===== config.mk =====
export PLATFORM = sky130hd
export DESIGN_NAME = spi_txn_sequencer_flat
export DESIGN_NICKNAME = d
export VERILOG_FILES = /design/src/rtl/spi_seq_pkg.sv /design/src/rtl/spi_txn_sequencer_if.sv /design/src/rtl/spi_seq_arb.sv /design/src/rtl/spi_txn_sequencer.sv /design/src/flat_wrapper.sv
export SDC_FILE = /design/constraint.sdc
export NUM_CORES = 1
export LEC_CHECK = 0
export BUFFER_PORTS_ARGS = -buffer_cell sky130_fd_sc_hd__buf_2
export CAP_MARGIN = 30
export CORE_ASPECT_RATIO = 1.25
export CORE_MARGIN = 2
export CORE_UTILIZATION = 55
export CTS_CLUSTER_SIZE = 30
export DETAILED_ROUTE_END_ITERATION = 10
export HOLD_SLACK_MARGIN = 0.15
export PLACE_DENSITY_LB_ADDON = 0.2
export SYNTH_ARGS = -nofsm -noshare
export SYNTH_HDL_FRONTEND = slang
export SYNTH_SLANG_ARGS = --single-unit

===== constraint.sdc =====
create_clock -name Mclk -period 5.8 [get_ports Mclk]
set_clock_uncertainty 0.15 [all_clocks]
set_input_delay 0 -clock Mclk [delete_from_list [all_inputs] [get_ports Mclk]]
set_output_delay 0 -clock Mclk [all_outputs]
set_load 0.02 [all_outputs]

===== src/rtl/spi_seq_pkg.sv =====
// rtl/spi_seq_pkg.sv - shared types and constants for the SPI transaction sequencer
package spi_seq_pkg;

    typedef enum logic [2:0] {
        ST_IDLE,
        ST_SETUP,
        ST_HDR,
        ST_RX,
        ST_TX_WAIT,
        ST_TX_BYTE,
        ST_HOLD,
        ST_GAP
    } seq_state_t;

    typedef enum logic {
        GNT_RD,
        GNT_WR
    } grant_t;

    localparam logic       RW_READ   = 1'b1;
    localparam logic       RW_WRITE  = 1'b0;
    localparam logic [7:0] IDLE_FILL = 8'h00;

endpackage


===== src/rtl/spi_txn_sequencer_if.sv =====
// rtl/spi_txn_sequencer_if.sv - start/done byte handshake between the sequencer and the SPI byte engine
interface spi_txn_sequencer_if;

    logic       Eng_Start;
    logic [7:0] Eng_Tx_Byte;
    logic       Eng_Done;
    logic [7:0] Eng_Rx_Byte;

    modport master (output Eng_Start, output Eng_Tx_Byte, input Eng_Done, input Eng_Rx_Byte);
    modport slave  (input Eng_Start, input Eng_Tx_Byte, output Eng_Done, output Eng_Rx_Byte);

endinterface


===== src/rtl/spi_seq_arb.sv =====
// rtl/spi_seq_arb.sv - read/write frame arbiter; SPI_SEQ_RR_ARB_EN selects round-robin, else read-first
module spi_seq_arb
    import spi_seq_pkg::*;
(
    input  logic   clk,
    input  logic   rst,
    input  logic   rd_req,
    input  logic   wr_req,
    input  logic   take,
    output grant_t grant
);

`ifdef SPI_SEQ_RR_ARB_EN
    grant_t last_gnt;

    // Reset to "write granted last" so the first contested grant goes to read.
    always_ff @(posedge clk) begin
        if (rst) begin
            last_gnt <= GNT_WR;
        end else if (take) begin
            last_gnt <= grant;
        end
    end

    always_comb begin
        grant = GNT_RD;
        if (rd_req && wr_req) begin
            grant = (last_gnt == GNT_RD) ? GNT_WR : GNT_RD;
        end else if (wr_req) begin
            grant = GNT_WR;
        end
    end
`else
    logic unused_rr;
    assign unused_rr = clk ^ rst ^ take;

    always_comb begin
        grant = (rd_req || !wr_req) ? GNT_RD : GNT_WR;
    end
`endif

endmodule


===== src/rtl/spi_txn_sequencer.sv =====
// rtl/spi_txn_sequencer.sv - frames read/write transactions onto a shared SPI byte engine
// Build option: SPI_SEQ_RR_ARB_EN (round-robin read/write arbitration inside spi_seq_arb).
module spi_txn_sequencer
    import spi_seq_pkg::*;
#(
    parameter int RX_BYTES     = 15,
    parameter int TX_MAX_BYTES = 15,
    parameter int TX_TIMEOUT   = 1024,
    parameter int CS_SETUP     = 4,
    parameter int CS_GAP       = 8
) (
    input  logic                  Mclk,
    input  logic                  Reset,
    input  logic [6:0]            Address,
    input  logic                  Read_RQ,
    input  logic                  Data_Available,
    input  logic [7:0]            BUS_IN,
    output logic [8*RX_BYTES-1:0] BUS_OUT,
    output logic                  Rx_Valid,
    output logic                  Tx_Ack,
    output logic                  Tx_Overrun,
    output logic                  Busy,
    output logic                  SPI_CS,
    spi_txn_sequencer_if.master   eng
);

    localparam int CW = $clog2(TX_TIMEOUT + 1);
    localparam int BW = $clog2(((RX_BYTES > TX_MAX_BYTES) ? RX_BYTES : TX_MAX_BYTES) + 1);

    logic                  rd_q, rd_q2, dav_q, dav_q2;
    logic [7:0]            bus_in_q;
    logic [6:0]            addr_q;
    logic                  rd_edge, dav_edge, capture;
    logic                  rd_pend, wr_pend, hold_full;
    logic [7:0]            hold;
    seq_state_t            state, state_n;
    grant_t                gnt, gnt_n, arb_gnt;
    logic [CW-1:0]         cnt, cnt_n;
    logic [BW-1:0]         nbytes, nbytes_n;
    logic [8*RX_BYTES-1:0] shadow, shadow_n, bus_out_n;
    logic                  cs_n, start_n, rx_valid_n, take, send, rd_clr, wr_clr;
    logic [7:0]            txb_n;

    assign rd_edge  = rd_q & ~rd_q2;
    assign dav_edge = dav_q & ~dav_q2;
    assign capture  = dav_edge & ~hold_full;
    assign Busy     = (state != ST_IDLE);

    always_ff @(posedge Mclk) begin
        if (Reset) begin
            rd_q     <= 1'b0;
            rd_q2    <= 1'b0;
            dav_q    <= 1'b0;
            dav_q2   <= 1'b0;
            bus_in_q <= '0;
            addr_q   <= '0;
        end else begin
            rd_q     <= Read_RQ;
            rd_q2    <= rd_q;
            dav_q    <= Data_Available;
            dav_q2   <= dav_q;
            bus_in_q <= BUS_IN;
            addr_q   <= Address;
        end
    end

    // New requests win over same-cycle clears so an edge is never lost.
    always_ff @(posedge Mclk) begin
        if (Reset) begin
            rd_pend    <= 1'b0;
            wr_pend    <= 1'b0;
            hold_full  <= 1'b0;
            hold       <= '0;
            Tx_Ack     <= 1'b0;
            Tx_Overrun <= 1'b0;
        end else begin
            Tx_Ack     <= capture;
            Tx_Overrun <= dav_edge & hold_full;
            if (capture) begin
                hold      <= bus_in_q;
                hold_full <= 1'b1;
            end else if (send) begin
                hold_full <= 1'b0;
            end
            if (rd_edge)     rd_pend <= 1'b1;
            else if (rd_clr) rd_pend <= 1'b0;
            if (capture)     wr_pend <= 1'b1;
            else if (wr_clr) wr_pend <= 1'b0;
        end
    end

    spi_seq_arb u_arb (
        .clk    (Mclk),
        .rst    (Reset),
        .rd_req (rd_pend),
        .wr_req (wr_pend),
        .take   (take),
        .grant  (arb_gnt)
    );

    always_ff @(posedge Mclk) begin
        if (Reset) begin
            state           <= ST_IDLE;
            SPI_CS          <= 1'b1;
            eng.Eng_Start   <= 1'b0;
            eng.Eng_Tx_Byte <= '0;
            cnt             <= '0;
            nbytes          <= '0;
            shadow          <= '0;
            BUS_OUT         <= '0;
            Rx_Valid        <= 1'b0;
            gnt             <= GNT_RD;
        end else begin
            state           <= state_n;
            SPI_CS          <= cs_n;
            eng.Eng_Start   <= start_n;
            eng.Eng_Tx_Byte <= txb_n;
            cnt             <= cnt_n;
            nbytes          <= nbytes_n;
            shadow          <= shadow_n;
            BUS_OUT         <= bus_out_n;
            Rx_Valid        <= rx_valid_n;
            gnt             <= gnt_n;
        end
    end

    always_comb begin
        state_n    = state;
        cs_n       = SPI_CS;
        start_n    = 1'b0;
        txb_n      = eng.Eng_Tx_Byte;
        cnt_n      = cnt;
        nbytes_n   = nbytes;
        shadow_n   = shadow;
        bus_out_n  = BUS_OUT;
        rx_valid_n = 1'b0;
        gnt_n      = gnt;
        take       = 1'b0;
        send       = 1'b0;
        rd_clr     = 1'b0;
        wr_clr     = 1'b0;
        case (state)
            ST_IDLE: if (rd_pend || wr_pend) begin
                take    = 1'b1;
                gnt_n   = arb_gnt;
                cs_n    = 1'b0;
                cnt_n   = '0;
                state_n = ST_SETUP;
            end
            ST_SETUP: if (cnt == CW'(CS_SETUP - 1)) begin
                start_n = 1'b1;
                txb_n   = {(gnt == GNT_RD) ? RW_READ : RW_WRITE, addr_q};
                state_n = ST_HDR;
            end else begin
                cnt_n = cnt + 1'b1;
            end
            ST_HDR: if (eng.Eng_Done) begin
                nbytes_n = '0;
                if (gnt == GNT_RD) begin
                    start_n = 1'b1;
                    txb_n   = IDLE_FILL;
                    state_n = ST_RX;
                end else begin
                    cnt_n   = '0;
                    state_n = ST_TX_WAIT;
                end
            end
            ST_RX: if (eng.Eng_Done) begin
                shadow_n = {shadow[8*RX_BYTES-9:0], eng.Eng_Rx_Byte};
                if (nbytes == BW'(RX_BYTES - 1)) begin
                    bus_out_n  = shadow_n;
                    rx_valid_n = 1'b1;
                    rd_clr     = 1'b1;
                    state_n    = ST_HOLD;
                end else begin
                    nbytes_n = nbytes + 1'b1;
                    start_n  = 1'b1;
                end
            end
            ST_TX_WAIT: if (hold_full) begin
                send     = 1'b1;
                start_n  = 1'b1;
                txb_n    = hold;
                nbytes_n = nbytes + 1'b1;
                state_n  = ST_TX_BYTE;
            end else if (cnt == CW'(TX_TIMEOUT - 1)) begin
                wr_clr  = 1'b1;
                state_n = ST_HOLD;
            end else begin
                cnt_n = cnt + 1'b1;
            end
            // A byte already waiting in hold keeps wr_pend so it opens the next frame.
            ST_TX_BYTE: if (eng.Eng_Done) begin
                if (nbytes == BW'(TX_MAX_BYTES)) begin
                    wr_clr  = ~hold_full;
                    state_n = ST_HOLD;
                end else begin
                    cnt_n   = '0;
                    state_n = ST_TX_WAIT;
                end
            end
            ST_HOLD: begin
                cs_n    = 1'b1;
                cnt_n   = '0;
                state_n = ST_GAP;
            end
            ST_GAP: if (cnt == CW'(CS_GAP - 1)) begin
                state_n = ST_IDLE;
            end else begin
                cnt_n = cnt + 1'b1;
            end
            default: state_n = ST_IDLE;
        endcase
    end

endmodule


===== src/flat_wrapper.sv =====
// flat-port wrapper written by rule: the top's interface ports become plain ports
module spi_txn_sequencer_flat import spi_seq_pkg::*;
#(
    parameter int RX_BYTES     = 15,
    parameter int TX_MAX_BYTES = 15,
    parameter int TX_TIMEOUT   = 1024,
    parameter int CS_SETUP     = 4,
    parameter int CS_GAP       = 8
)
  (Mclk, Reset, Address, Read_RQ, Data_Available, BUS_IN, BUS_OUT, Rx_Valid, Tx_Ack, Tx_Overrun, Busy, SPI_CS, eng_Eng_Start, eng_Eng_Tx_Byte, eng_Eng_Done, eng_Eng_Rx_Byte);
  spi_txn_sequencer_if eng_i ();
  input  logic Mclk;
  input  logic Reset;
  input  logic [6:0] Address;
  input  logic Read_RQ;
  input  logic Data_Available;
  input  logic [7:0] BUS_IN;
  output logic [8*RX_BYTES-1:0] BUS_OUT;
  output logic Rx_Valid;
  output logic Tx_Ack;
  output logic Tx_Overrun;
  output logic Busy;
  output logic SPI_CS;
  output wire logic [$bits(eng_i.Eng_Start)-1:0] eng_Eng_Start;
  output wire logic [$bits(eng_i.Eng_Tx_Byte)-1:0] eng_Eng_Tx_Byte;
  input wire logic [$bits(eng_i.Eng_Done)-1:0] eng_Eng_Done;
  input wire logic [$bits(eng_i.Eng_Rx_Byte)-1:0] eng_Eng_Rx_Byte;
  assign eng_Eng_Start = eng_i.Eng_Start;
  assign eng_Eng_Tx_Byte = eng_i.Eng_Tx_Byte;
  assign eng_i.Eng_Done = eng_Eng_Done;
  assign eng_i.Eng_Rx_Byte = eng_Eng_Rx_Byte;
  spi_txn_sequencer #(.RX_BYTES(RX_BYTES), .TX_MAX_BYTES(TX_MAX_BYTES), .TX_TIMEOUT(TX_TIMEOUT), .CS_SETUP(CS_SETUP), .CS_GAP(CS_GAP)) u_core (.Mclk(Mclk), .Reset(Reset), .Address(Address), .Read_RQ(Read_RQ), .Data_Available(Data_Available), .BUS_IN(BUS_IN), .BUS_OUT(BUS_OUT), .Rx_Valid(Rx_Valid), .Tx_Ack(Tx_Ack), .Tx_Overrun(Tx_Overrun), .Busy(Busy), .SPI_CS(SPI_CS), .eng(eng_i));
endmodule

; After elaboration in Yosys (flattened, before gate mapping)
; Cells that the tools add are included.
[word_totals]
mem_count = 0
word_cells = 137
output_inout_bits = 134
latchBits = 0
ram_bits = 0
romBits = 0
register_bits = 294
[classes]
div_mod_pow = 0
n_mux = 57
eq_ne = 29
n_addsub = 2
n_reduce_logical = 20
order_cmp = 0
shift = 0
mul = 0
bitwise = 7
[op_table]
columns = operator, n
row1 = two-way mux 11 bit, 9
row2 = one-hot mux 11 bit (7 select lines), 1
row3 = two-way mux 8 bit, 4
row4 = two-way mux 3 bit, 10
row5 = one-hot mux 3 bit (8 select lines), 1
row6 = one-hot mux 8 bit (3 select lines), 1
row7 = two-way mux 1 bit, 22
row8 = != test 2 bit (second input constant), 10
row9 = two-way mux 4 bit, 4
row10 = == test 3 bit (second input constant), 4
row11 = != test 2 x 1 -> 1 bit (second input constant), 6
row12 = one-hot mux 4 bit (3 select lines), 1
row13 = adder 11 x 1 -> 11 bit (second input constant), 1
row14 = == test 11 x 10 -> 1 bit (second input constant), 1
row15 = == test 11 x 2 -> 1 bit (second input constant), 1
row16 = == test 11 x 3 -> 1 bit (second input constant), 1
row17 = AND reduction 10 bit, 1
row18 = AND reduction 5 bit, 2
row19 = nonzero test 3 bit, 3
row20 = == test 4 bit (second input constant), 2
row21 = AND reduction 8 bit, 1
row22 = nonzero test 2 bit, 4
row23 = nonzero test 7 bit, 1
row24 = == test 3 x 2 -> 1 bit (second input constant), 2
row25 = 13 further kinds, 22

; Logic depth before layout (Yosys ltp)
; Gate-level depths: netlist (run 1).
[logic_depth]
word_depth = 6
mapped_depth = 9
ltp_nobuf = 7

; By module
; From an unflattened synthesis (run 1), not the netlist that was laid out.
[hier_totals]
hier_cells = 1327
hier_area_um2 = 10837.9
[by_module_without_submodules]
columns = mod, area_each_um2, instances, seq_area_each_um2, cells_per_inst
row1 = spi_txn_sequencer, 10824.1, 1, 5885.6, 1326
row2 = spi_seq_arb, 13.8, 1, 0.0, 1

; Least setup slack after synthesis (run 1)
; Ideal clock, no wire load.
[synth_path]
path_kind = reg2reg
start = register u_core.cnt[0]
end = register u_core.cnt[0]
t_required_ns = 5.580
stages_incl_launch_ff = 7
path_slack_ns = 3.856
period_less_slack_ns = 1.944
setup_time_ns = 0.070
t_arrival_ns = 1.724
cell_sequence = dfxtp_1 > ha_1 > nand4_1 > nor4_4 > a2111o_1 > or4_1 > a21oi_1
[synth_between]
elab_chain_cells = 4
[synth_lines]
columns = element, line_no
row1 = start: declaration, spi_txn_sequencer.sv:38  ; logic [CW-1:0] cnt, cnt_n;
row2 = start signal: assignment, spi_txn_sequencer.sv:118  ; cnt <= cnt_n;
row3 = adder 11 x 1 -> 11 bit, "spi_txn_sequencer.sv:155, spi_txn_sequencer.sv:190, spi_txn_sequencer.sv:210"
row4 = two-way mux 11 bit, spi_txn_sequencer.sv:186  ; end else if (cnt == CW'(TX_TIMEOUT - 1)) begin
row5 = two-way mux 11 bit, spi_txn_sequencer.sv:180  ; ST_TX_WAIT: if (hold_full) begin
row6 = one-hot mux 11 bit (7 select lines), spi_txn_sequencer.sv:142  ; case (state)
; Parallel ways exist; a longest one is shown, timed or not. The select of a mux whose other input is x is not followed.
; A chain may end at the register's enable or synchronous reset.

; Worst setup path in the final report (run 1)
[layout_path]
start = register u_core.state[1]
end = register u_core.BUS_OUT[87]
[layout_between]
elab_chain_cells = 2
[layout_lines]
columns = element, line_no
row1 = start: declaration, spi_txn_sequencer.sv:36  ; seq_state_t state, state_n;
row2 = start signal: assignment, spi_txn_sequencer.sv:114  ; state <= state_n;
row3 = == test 3 x 2 -> 1 bit, spi_txn_sequencer.sv:142
row4 = AND reduction 3 bit (no line), -
row5 = end signal: assignment, spi_txn_sequencer.sv:121  ; BUS_OUT <= bus_out_n;
row6 = end: declaration, spi_txn_sequencer.sv:18  ; output logic [8*RX_BYTES-1:0] BUS_OUT,
; Every way passes these cells.

==> metrics.yaml, run 1 <==
drtPass1Iterations: 5
clk_pin_slew_worst_paths_ns: 0.06
drive_above_1_share: 0.156
synth_largest_area_cell: "dfxtp_1"
synth_seq_cells: 294
start_util: 0.560
row_count: 57
slew_headroom: 0.309
drv_cap: 0
cts_resized: 0
cp.required_ns: 6.02
clockRootBuffer: "clkbuf_16"
share_comb_of_total_power: 0.111
timing.final.crit_share: 0.581
globalplace.congestion: 0.810
setup.worst_path.class: "register to register"
path_cells: "and3b_1, and2_4, nand2_4, buf_4, buf_16, nand2_1, a21oi_1"
hpwlAfterDp_um: 15700
synth_common_cells: "nand2_1 (480), dfxtp_1 (294), a21oi_1 (256)"
yosysTopAreaCellShare: 0.542
grt_pass1_wl_um: 44200
p_int_w: 0.00348
p_switching_w: 0.00116
clockPowerShare: 0.428
p_seq_frac: 0.461
layout.nets: 1535
critPathTopFamily: "simple AND/OR/NAND/NOR gates"
io-pin-count: 162
synth_edf_count: 0
final-hold-violation-count: 0
drc_errors: 0
antenna_left: 0
antenna_cells: 0
crit_fanout: 70
power_density_nw_per_um2: 347
cp-start-kind: "register"
tritoncts.num_buffers: 28
multiInputGateArea_sq_um: 4480
timing.hold.ws_ns: 0.300
grt_usage: 0.254
cpPeakStageDelay_ns: 0.94
final_util: 0.689
grt_start_max_net_pins: 99
regArea_sq_um: 5890
syn_area_per_cell_sq_um: 8.13
die_area_sq_um: 20900
num_vias: 9630
swShare: 0.250
cts.htree.levels: 1
critPathArrivalTime_ns: 3.59
end_kind: "register"
area_delta_synth_final_pct: 23.1
antenna_found_initial: 0
avgRoutedWirePerCell_um: 15.2
period_needed_ns: 3.37
grt_pass1_vias: 8942
leakagePower_nw: 5.12
seq_area_frac_synth: 0.542
status: "completed"
fmax_ghz: 0.297
syn-cell-area_sq_um: 10900
post-synth-top-count-cell: "nand2_1"
clk_latency_ns: 0.54
crit_buf_inv: 2
synth_flop_cell: "dfxtp_1"
syn_inst: 1335
yosysWarnings: 0
synthTopCellsByArea: "dfxtp_1 (54%), nand2_1 (17%), a21oi_1 (12%)"
rsz0062_at_grt: "false"
tightest_slew_ns: 1.03
cts_buffer_depth: 3
maxSlewViolCount: 0
slowest_stage: "dfxtp_1"
grt_remaining_overflow: 0
cts_sinks: 294
ir_drop_uv: 259
syn-num-nets: 1367
yosys.cell_types.count: 60
ys_async_sr_fraction: 0
hold_class: "register to register"
p_total_w: 0.00464
setup_viol: 0
drtIter0Drc: 866
setup_tns_ns: 0
numPortBuffers: 161
chipHeight_um: 161
via_per_inst: 5.38
drt_wl_total_um: 27200
fillers: 1607
cts_tree: "yes"
core_sq_um: 19400
dieWidth_um: 130
## final timing paths
path | start | to | slack [ns] | cells after the start
hold reg to reg | u_core.BUS_OUT[90] | u_core.BUS_OUT[90] | 0.30 | 2
setup / recovery | u_core.state[1] | u_core.BUS_OUT[87] | 2.43 | 7
hold / removal | u_core.BUS_OUT[90] | u_core.BUS_OUT[90] | 0.30 | 2
setup reg to reg | u_core.state[1] | u_core.BUS_OUT[87] | 2.43 | 7
## worst reg2reg max path, delay by kind of cell (launching register included)
family | cells | cell delay (ns)
and+or+nand+nor | 4 | 1.47
AOI/OAI and AO/OA | 1 | 0.06
DFF | 1 | 0.94
buffers and inverters | 2 | 0.58
## stage by stage
stage                     instance area, sq um  worst slack (ns)  std cells
after detailed placement                 11700              2.50       1670
after floorplan                          10900              3.86       1335
after CTS                                13400              2.48       1790
after global routing                     13400              2.19       1790
final                                    13400              2.43       1790
after global placement                   11600              2.45       1668
## placed cells by master, fill, tap and decap left out, types with 4 or more instances in the layout
cell,count
nand2_1,478
dfxtp_1,294
a21oi_1,256
buf_2,160
dlygate4sd3_1,68
nor2b_1,31
clkbuf_16,29
nor2_1,28
nor3_1,13
mux2i_1,11
o21ai_0,11
inv_1,9
nand4_1,9
nand3_1,8
a22o_1,8
clkinv_2,8
a221oi_1,7
clkbuf_8,7
buf_4,7
o31ai_1,6
bufinv_16,5
o22ai_1,4
a21o_1,4
ha_1,4
## cells by family after synthesis
logic type	count (synthesis)	synth area share
compound gates	314	0.159
xor+xnor	1	0.000807
fa+ha+maj	4	0.00461
buf+inv	109	0.0470
flops	294	0.542
mux	11	0.0101
simple gates	602	0.236
## cell type report
class,count,share of cell area
clock inverters,15,0.0155
inverters,9,0.00253
multi-input cells,932,0.336
clock buffers,37,0.0611
repair buffers,238,0.120
well taps,265,0.0248
flip-flops and latches,294,0.441
## timing repair
action | 4_1_cts | 5_1_grt
hold buffers | 68 | 0
endpoints found under the hold margin | 104 | 0
setup buffers | 0 | 0
## power by group through the flow
stage / logic, W / registers [W] / clock network, W
6_report: 0.000516 / 0.00214 / 0.00199
4_1_cts: 0.000501 / 0.00213 / 0.00201
5_1_grt: 0.000562 / 0.00215 / 0.00211
3_5_place_dp: 0.000463 / 0.00218 / 0
2_1_floorplan: 0.000368 / 0.00218 / 0
3_3_place_gp: 0.000459 / 0.00218 / 0
## sequential cells by signal, summed over array words and instances (netlist names), 3 cells and up
name	flops
u_core.addr_q	7
u_core.state	3
u_core.bus_in_q	8
u_core.shadow	112
u_core.cnt	11
u_core.hold	8
u_core.eng.Eng_Tx_Byte	8
u_core.BUS_OUT	120
u_core.nbytes	4
## layer usage
metal  share of wire  vias to the layer above  track usage
met3           0.055                       51       0.0494
met2            0.49                      270        0.411
li1                -                     4767            -
met5               0                        -            0
met1            0.43                     4542        0.346
met4           0.022                        0       0.0743
No activity file was read; power rests on OpenSTA's default activity.
==> run 2: changes to the inputs <==
Clock period 5.8 ns to 3.1 ns, I/O delays scaled along.
==> run 2 against run 1 <==
  * Die area unchanged
  * Cell count grew 0.67%
  * Global-route usage up 0.98 points
  * Via count rose by 1.2%
  * Design area up 0.82%
  * Worst hold slack hardly changed
  * Wire length grew 3.3%
  * Total power increased by 89%
  * Critical path type unchanged
  * Critical endpoint is now u_core.BUS_OUT[7]
==> metrics.yaml, run 2 (synthesis results as in run 1) <==
cp.required_ns: 3.43
tightest_slew_ns: 0.786
clk_latency_ns: 0.54
grt_start_max_net_pins: 115
critPathTopFamily: "buffers and inverters"
cts_buffer_depth: 3
tritoncts.num_buffers: 28
regArea_sq_um: 5890
ff2ff_setup_slack_ns: 0.30
r2r-end: "u_core.BUS_OUT[7]"
critPathArrivalTime_ns: 3.13
timing.hold.ws_ns: 0.300
met3_usage: 0.0487
ir_drop_uv: 574
crit_fanout: 55
final_cell_mix: "nand2_1 (478), dfxtp_1 (294), a21oi_1 (256)"
grt_remaining_overflow: 0
reg2regPathDepth: 7
grt_use_met2: 0.437
cp-startpoint: "u_core.state[2]"
final_common_cell: "nand2_1"
power_density_nw_per_um2: 653
crit_end: "u_core.BUS_OUT[7]"
globalplace.congestion: 0.853
fillers: 1595
grt_pass1_vias: 9123
cpPeakStageDelay_ns: 0.65
hpwlAfterDp_um: 16400
antenna_left: 0
largest_reg_flops: 120
maxSlewViolCount: 0
clockRootBuffer: "clkbuf_16"
drt_wl_total_um: 28100
status: "completed"
via_per_inst: 5.41
layout.nets: 1546
top_usage_layer: "met2"
grt_use_met1: 0.345
setup_viol: 0
leakagePower_nw: 5.17
hold_class: "register to register"
final_cells: 1802
cp.depth: 7
chipHeight_um: 161
final_util: 0.694
cts.htree.levels: 1
top_register: "u_core.BUS_OUT"
avgRoutedWirePerCell_um: 15.6
crit_buf_inv: 2
path_cells: "and3b_1, and2_4, nand2_4, buf_4, nand2_1, a21oi_1, dlygate4sd3_1"
clk_pin_slew_worst_paths_ns: 0.07
setup.worst_path.class: "register to register"
start_util: 0.560
r2r_start: "u_core.state[2]"
setup_tns_ns: 0
place_inst: 1681
slew_headroom: 0.475
drv_cap: 0
row_count: 57
antenna_found_initial: 1
reg.largest.list: "u_core.BUS_OUT: 120 flops, u_core.shadow: 112 flops, u_core.cnt: 11 flops"
drc_errors: 0
dieWidth_um: 130
period_needed_ns: 2.80
grt_pass1_wl_um: 45400
final-hold-violation-count: 0
core_sq_um: 19400
num_vias: 9750
drive_above_1_share: 0.163
cp-start-kind: "register"
timing.final.crit_share: 0.902
die_area_sq_um: 20900
cts_tree: "yes"
area_delta_synth_final_pct: 24.1
numPortBuffers: 161
rsz0062_at_grt: "false"
multiInputGateArea_sq_um: 4480
cts_sinks: 294
io-pin-count: 162
drtIter0Drc: 753
slowest_stage: "dfxtp_1"
cts_setup_buffers: 0
drtPass1Iterations: 7
holdCritStartpoint: "u_core.BUS_OUT[100]"
end_kind: "register"
fmax_ghz: 0.358
cts_resized: 0
grt_usage: 0.264
run 2: cell count changes in the layout (fill, tap and decap cells not counted):
cell	before	now
buf_16	2	0
clkbuf_8	7	6
clkinvlp_4	1	4
clkinv_2	8	7
buf_12	0	3
clkbuf_1	2	0
bufinv_16	5	6
diode_2	0	1
buf_4	7	17
run 2: worst reg2reg max path: cells and delay by family (launching register included):
kind,cells,cell delay [ns]
and+or+nand+nor,4,0.74
AOI/OAI and AO/OA,1,0.16
DFF,1,0.65
buffers and inverters,2,1.03
run 2: how the worst min path moves through the flow:
| stage | cells past startpoint | slack, ns | end |
|---|---|---|---|
| finish | 2 | 0.30 | u_core.BUS_OUT[100] |
| global route | 2 | 0.32 | u_core.shadow[104] |
| CTS | 2 | 0.30 | u_core.BUS_OUT[107] |
| detailed placement | 2 | 0.06 | u_core.bus_in_q[2] |
| global placement | 2 | 0.06 | u_core.bus_in_q[5] |
| floorplan | 1 | -0.07 | u_core.dav_q2 |
run 2: layout make-up:
| cell class | count | area share |
|---|---|---|
| Inverter | 9 | 0.00251 |
| Clock inverter | 18 | 0.0189 |
| Tap cell | 265 | 0.0246 |
| Multi-Input combinational cell | 932 | 0.333 |
| Sequential cell | 294 | 0.437 |
| Clock buffer | 34 | 0.0590 |
| Antenna cell | 1 | 0.000186 |
| Timing Repair Buffer | 249 | 0.125 |
run 2: where the power goes:
| part | switching, W | internal (W) | total [W] | leakage, nW |
|---|---|---|---|---|
| combinational | 0.000626 | 0.000400 | 0.00103 | 2.28 |
| clock | 0.00147 | 0.00233 | 0.00380 | 0.510 |
| sequential | 0.000100 | 0.00387 | 0.00397 | 2.38 |
run 2: layer usage:
layer,part of all wire,up-vias
met4,0.032,0
met5,0,-
li1,-,4793
met1,0.42,4593
met2,0.49,293
met3,0.058,71
run 2: per-stage QoR:
step | cell area [sq um] | worst slack, ns | power, W
detailed placement | 11700 | 0.717 | 0.00498
CTS | 13500 | 0.357 | 0.00881
global route | 13500 | 0.114 | 0.00911
finish | 13500 | 0.304 | 0.00880
floorplan | 10900 | 1.16 | 0.00476
global placement | 11700 | 0.728 | 0.00497
run 2: timing repair:
action / 4_1_cts / 5_1_grt
endpoints found under the setup margin: 0 / 0
hold buffers: 68 / 0
endpoints found under the hold margin: 122 / 0
==> run 3: changes to the inputs <==
Settings changed: CORE_MARGIN 2 to 8, GPL_TIMING_DRIVEN from default to 0.
==> run 3 against run 2 <==
  * Clock power down 7.6%
  * Die area is 17% higher
  * Design area increased by 1.1%
  * Wire length increased by 8.7%
  * Sequential power barely moved
  * Critical path depth up 1
  * Combinational power grew 9%
  * Global-route usage decreased by 1.9 points
  * Clock-buffer cell count is 6 higher
  * Total power is 2.6% lower
  * Largest cell class unchanged
  * Critical endpoint is now u_core.BUS_OUT[103]
==> metrics.yaml, run 3 (synthesis results as in run 1) <==
io-pin-count: 162
p_switching_w: 0.00218
status: "completed"
tritoncts.num_buffers: 28
chipHeight_um: 173
cts_sinks: 294
layout.nets: 1625
cp_common_cell: "and3_1"
drtIter0Drc: 887
crit_fanout: 10
avgRoutedWirePerCell_um: 16.3
antenna_cells: 0
final_cells: 1876
tightest_slew_ns: 0.765
drv_cap: 0
dieWidth_um: 142
share_comb_of_total_power: 0.131
core_sq_um: 19400
critPathArrivalTime_ns: 2.67
setup_tns_ns: 0
final_util: 0.702
final-hold-violation-count: 0
rsz0062_at_grt: "false"
clk_pin_slew_worst_paths_ns: 0.07
grt_usage: 0.244
end_kind: "register"
antenna_left: 0
fillers: 1580
p_total_w: 0.00857
antenna_found_initial: 0
grt_start_max_net_pins: 16
power_density_nw_per_um2: 629
p_seq_frac: 0.460
numPortBuffers: 161
path_cells: "inv_1, ha_1, and3_1, and3_1, buf_2, clkbuf_1, nand2_1, a21oi_1"
holdBufCountCts: 67
via_per_inst: 5.36
leakagePower_nw: 5.20
hpwlAfterDp_um: 20200
drt_wl_total_um: 30600
top_register: "u_core.BUS_OUT"
timing.hold.ws_ns: 0.245
cp.required_ns: 3.40
row_count: 57
slew_headroom: 0.490
setup_viol: 0
grt_pass1_vias: 9654
clk_latency_ns: 0.54
start_util: 0.560
cts_setup_buffers: 0
cts_tree: "yes"
slowest_stage: "clkbuf_1"
cpPeakStageDelay_ns: 0.39
final_cell_mix: "nand2_1 (480), dfxtp_1 (294), a21oi_1 (256)"
cts_buffer_depth: 3
drtPass1Iterations: 5
swShare: 0.255
drc_errors: 0
ff2ff_setup_slack_ns: 0.74
p_int_w: 0.00638
place_inst: 1761
cp-start-kind: "register"
setup.worst_path.class: "register to register"
cts.htree.levels: 1
cts_resized: 0
grt_remaining_overflow: 0
num_vias: 10000
final_common_cell: "nand2_1"
whs_path_depth: 4
clockPowerShare: 0.409
grt_pass1_wl_um: 49600
die_area_sq_um: 24500
clockRootBuffer: "clkbuf_16"
ir_drop_uv: 455
fmax_ghz: 0.423
hold_class: "input pin to register"
timing.final.crit_share: 0.762
maxSlewViolCount: 0
drive_above_1_share: 0.157
largest_reg_flops: 120
globalplace.congestion: 0.891
area_delta_synth_final_pct: 25.4
reg.largest.list: "u_core.BUS_OUT: 120 flops, u_core.shadow: 112 flops, u_core.cnt: 11 flops"
period_needed_ns: 2.36
reg2regPathDepth: 8
-- run 3: cell types whose count changed in the layout (fill, tap and decap cells not counted), moves of 4 or more --
cell        before  now
buf_2          160  187
buf_4           17    1
clkbuf_1         0   60
buf_1            0   10
clkinv_2         7    1
clkinvlp_4       4    0
-- run 3: path summary, 6_finish.rpt --
| path | from | end |
|---|---|---|
| setup reg to reg | u_core.nbytes[0] | u_core.BUS_OUT[103] |
| hold reg to reg | u_core.BUS_OUT[65] | u_core.BUS_OUT[65] |
| hold / removal | Reset | u_core.SPI_CS |
| setup / recovery | u_core.nbytes[0] | u_core.BUS_OUT[103] |
-- run 3: through the flow --
step / setup WS, ns / instance area (sq um)
after floorplan: 1.16 / 10900
after global placement: 0.829 / 12000
after detailed placement: 0.794 / 12000
after CTS: 0.801 / 13600
after global routing: 0.532 / 13600
final: 0.737 / 13600
-- run 3: power by group through the flow --
stage               Combinational [W]  Clock (W)  Sequential [W]
floorplan                    0.000689          0         0.00407
global placement              0.00101          0         0.00401
detailed placement            0.00103          0         0.00401
CTS                           0.00110    0.00354         0.00393
global route                  0.00121    0.00370         0.00395
finish                        0.00112    0.00351         0.00394
-- run 3: worst max-delay path, delay by kind of cell (launching register included) --
family          cells  cell delay, ns
buf+inv             3            0.86
simple gates        3            0.56
flops               1            0.35
fa+ha+maj           1            0.19
compound gates      1            0.16
-- run 3: final cells by class --
| type | instances | area (sq um) | share of cell area |
|---|---|---|---|
| well taps | 265 | 332 | 0.0244 |
| inverters | 9 | 33.8 | 0.00248 |
| multi-input cells | 932 | 4460 | 0.328 |
| clock buffers | 40 | 817 | 0.0600 |
| flip-flops and latches | 294 | 5890 | 0.432 |
| clock inverters | 8 | 130 | 0.00956 |
| repair buffers | 228 | 1480 | 0.108 |
| plain buffers | 100 | 477 | 0.0350 |
-- run 3: routing by layer --
metal / part of all wire / wire (um) / GRT usage / up-vias
met3: 0.069 / 2120 / 0.0532 / 88
met2: 0.48 / 14800 / 0.412 / 357
li1: - / - / - / 4938
met5: 0 / 0 / 0 / -
met1: 0.41 / 12500 / 0.294 / 4666
met4: 0.037 / 1130 / 0.102 / 0
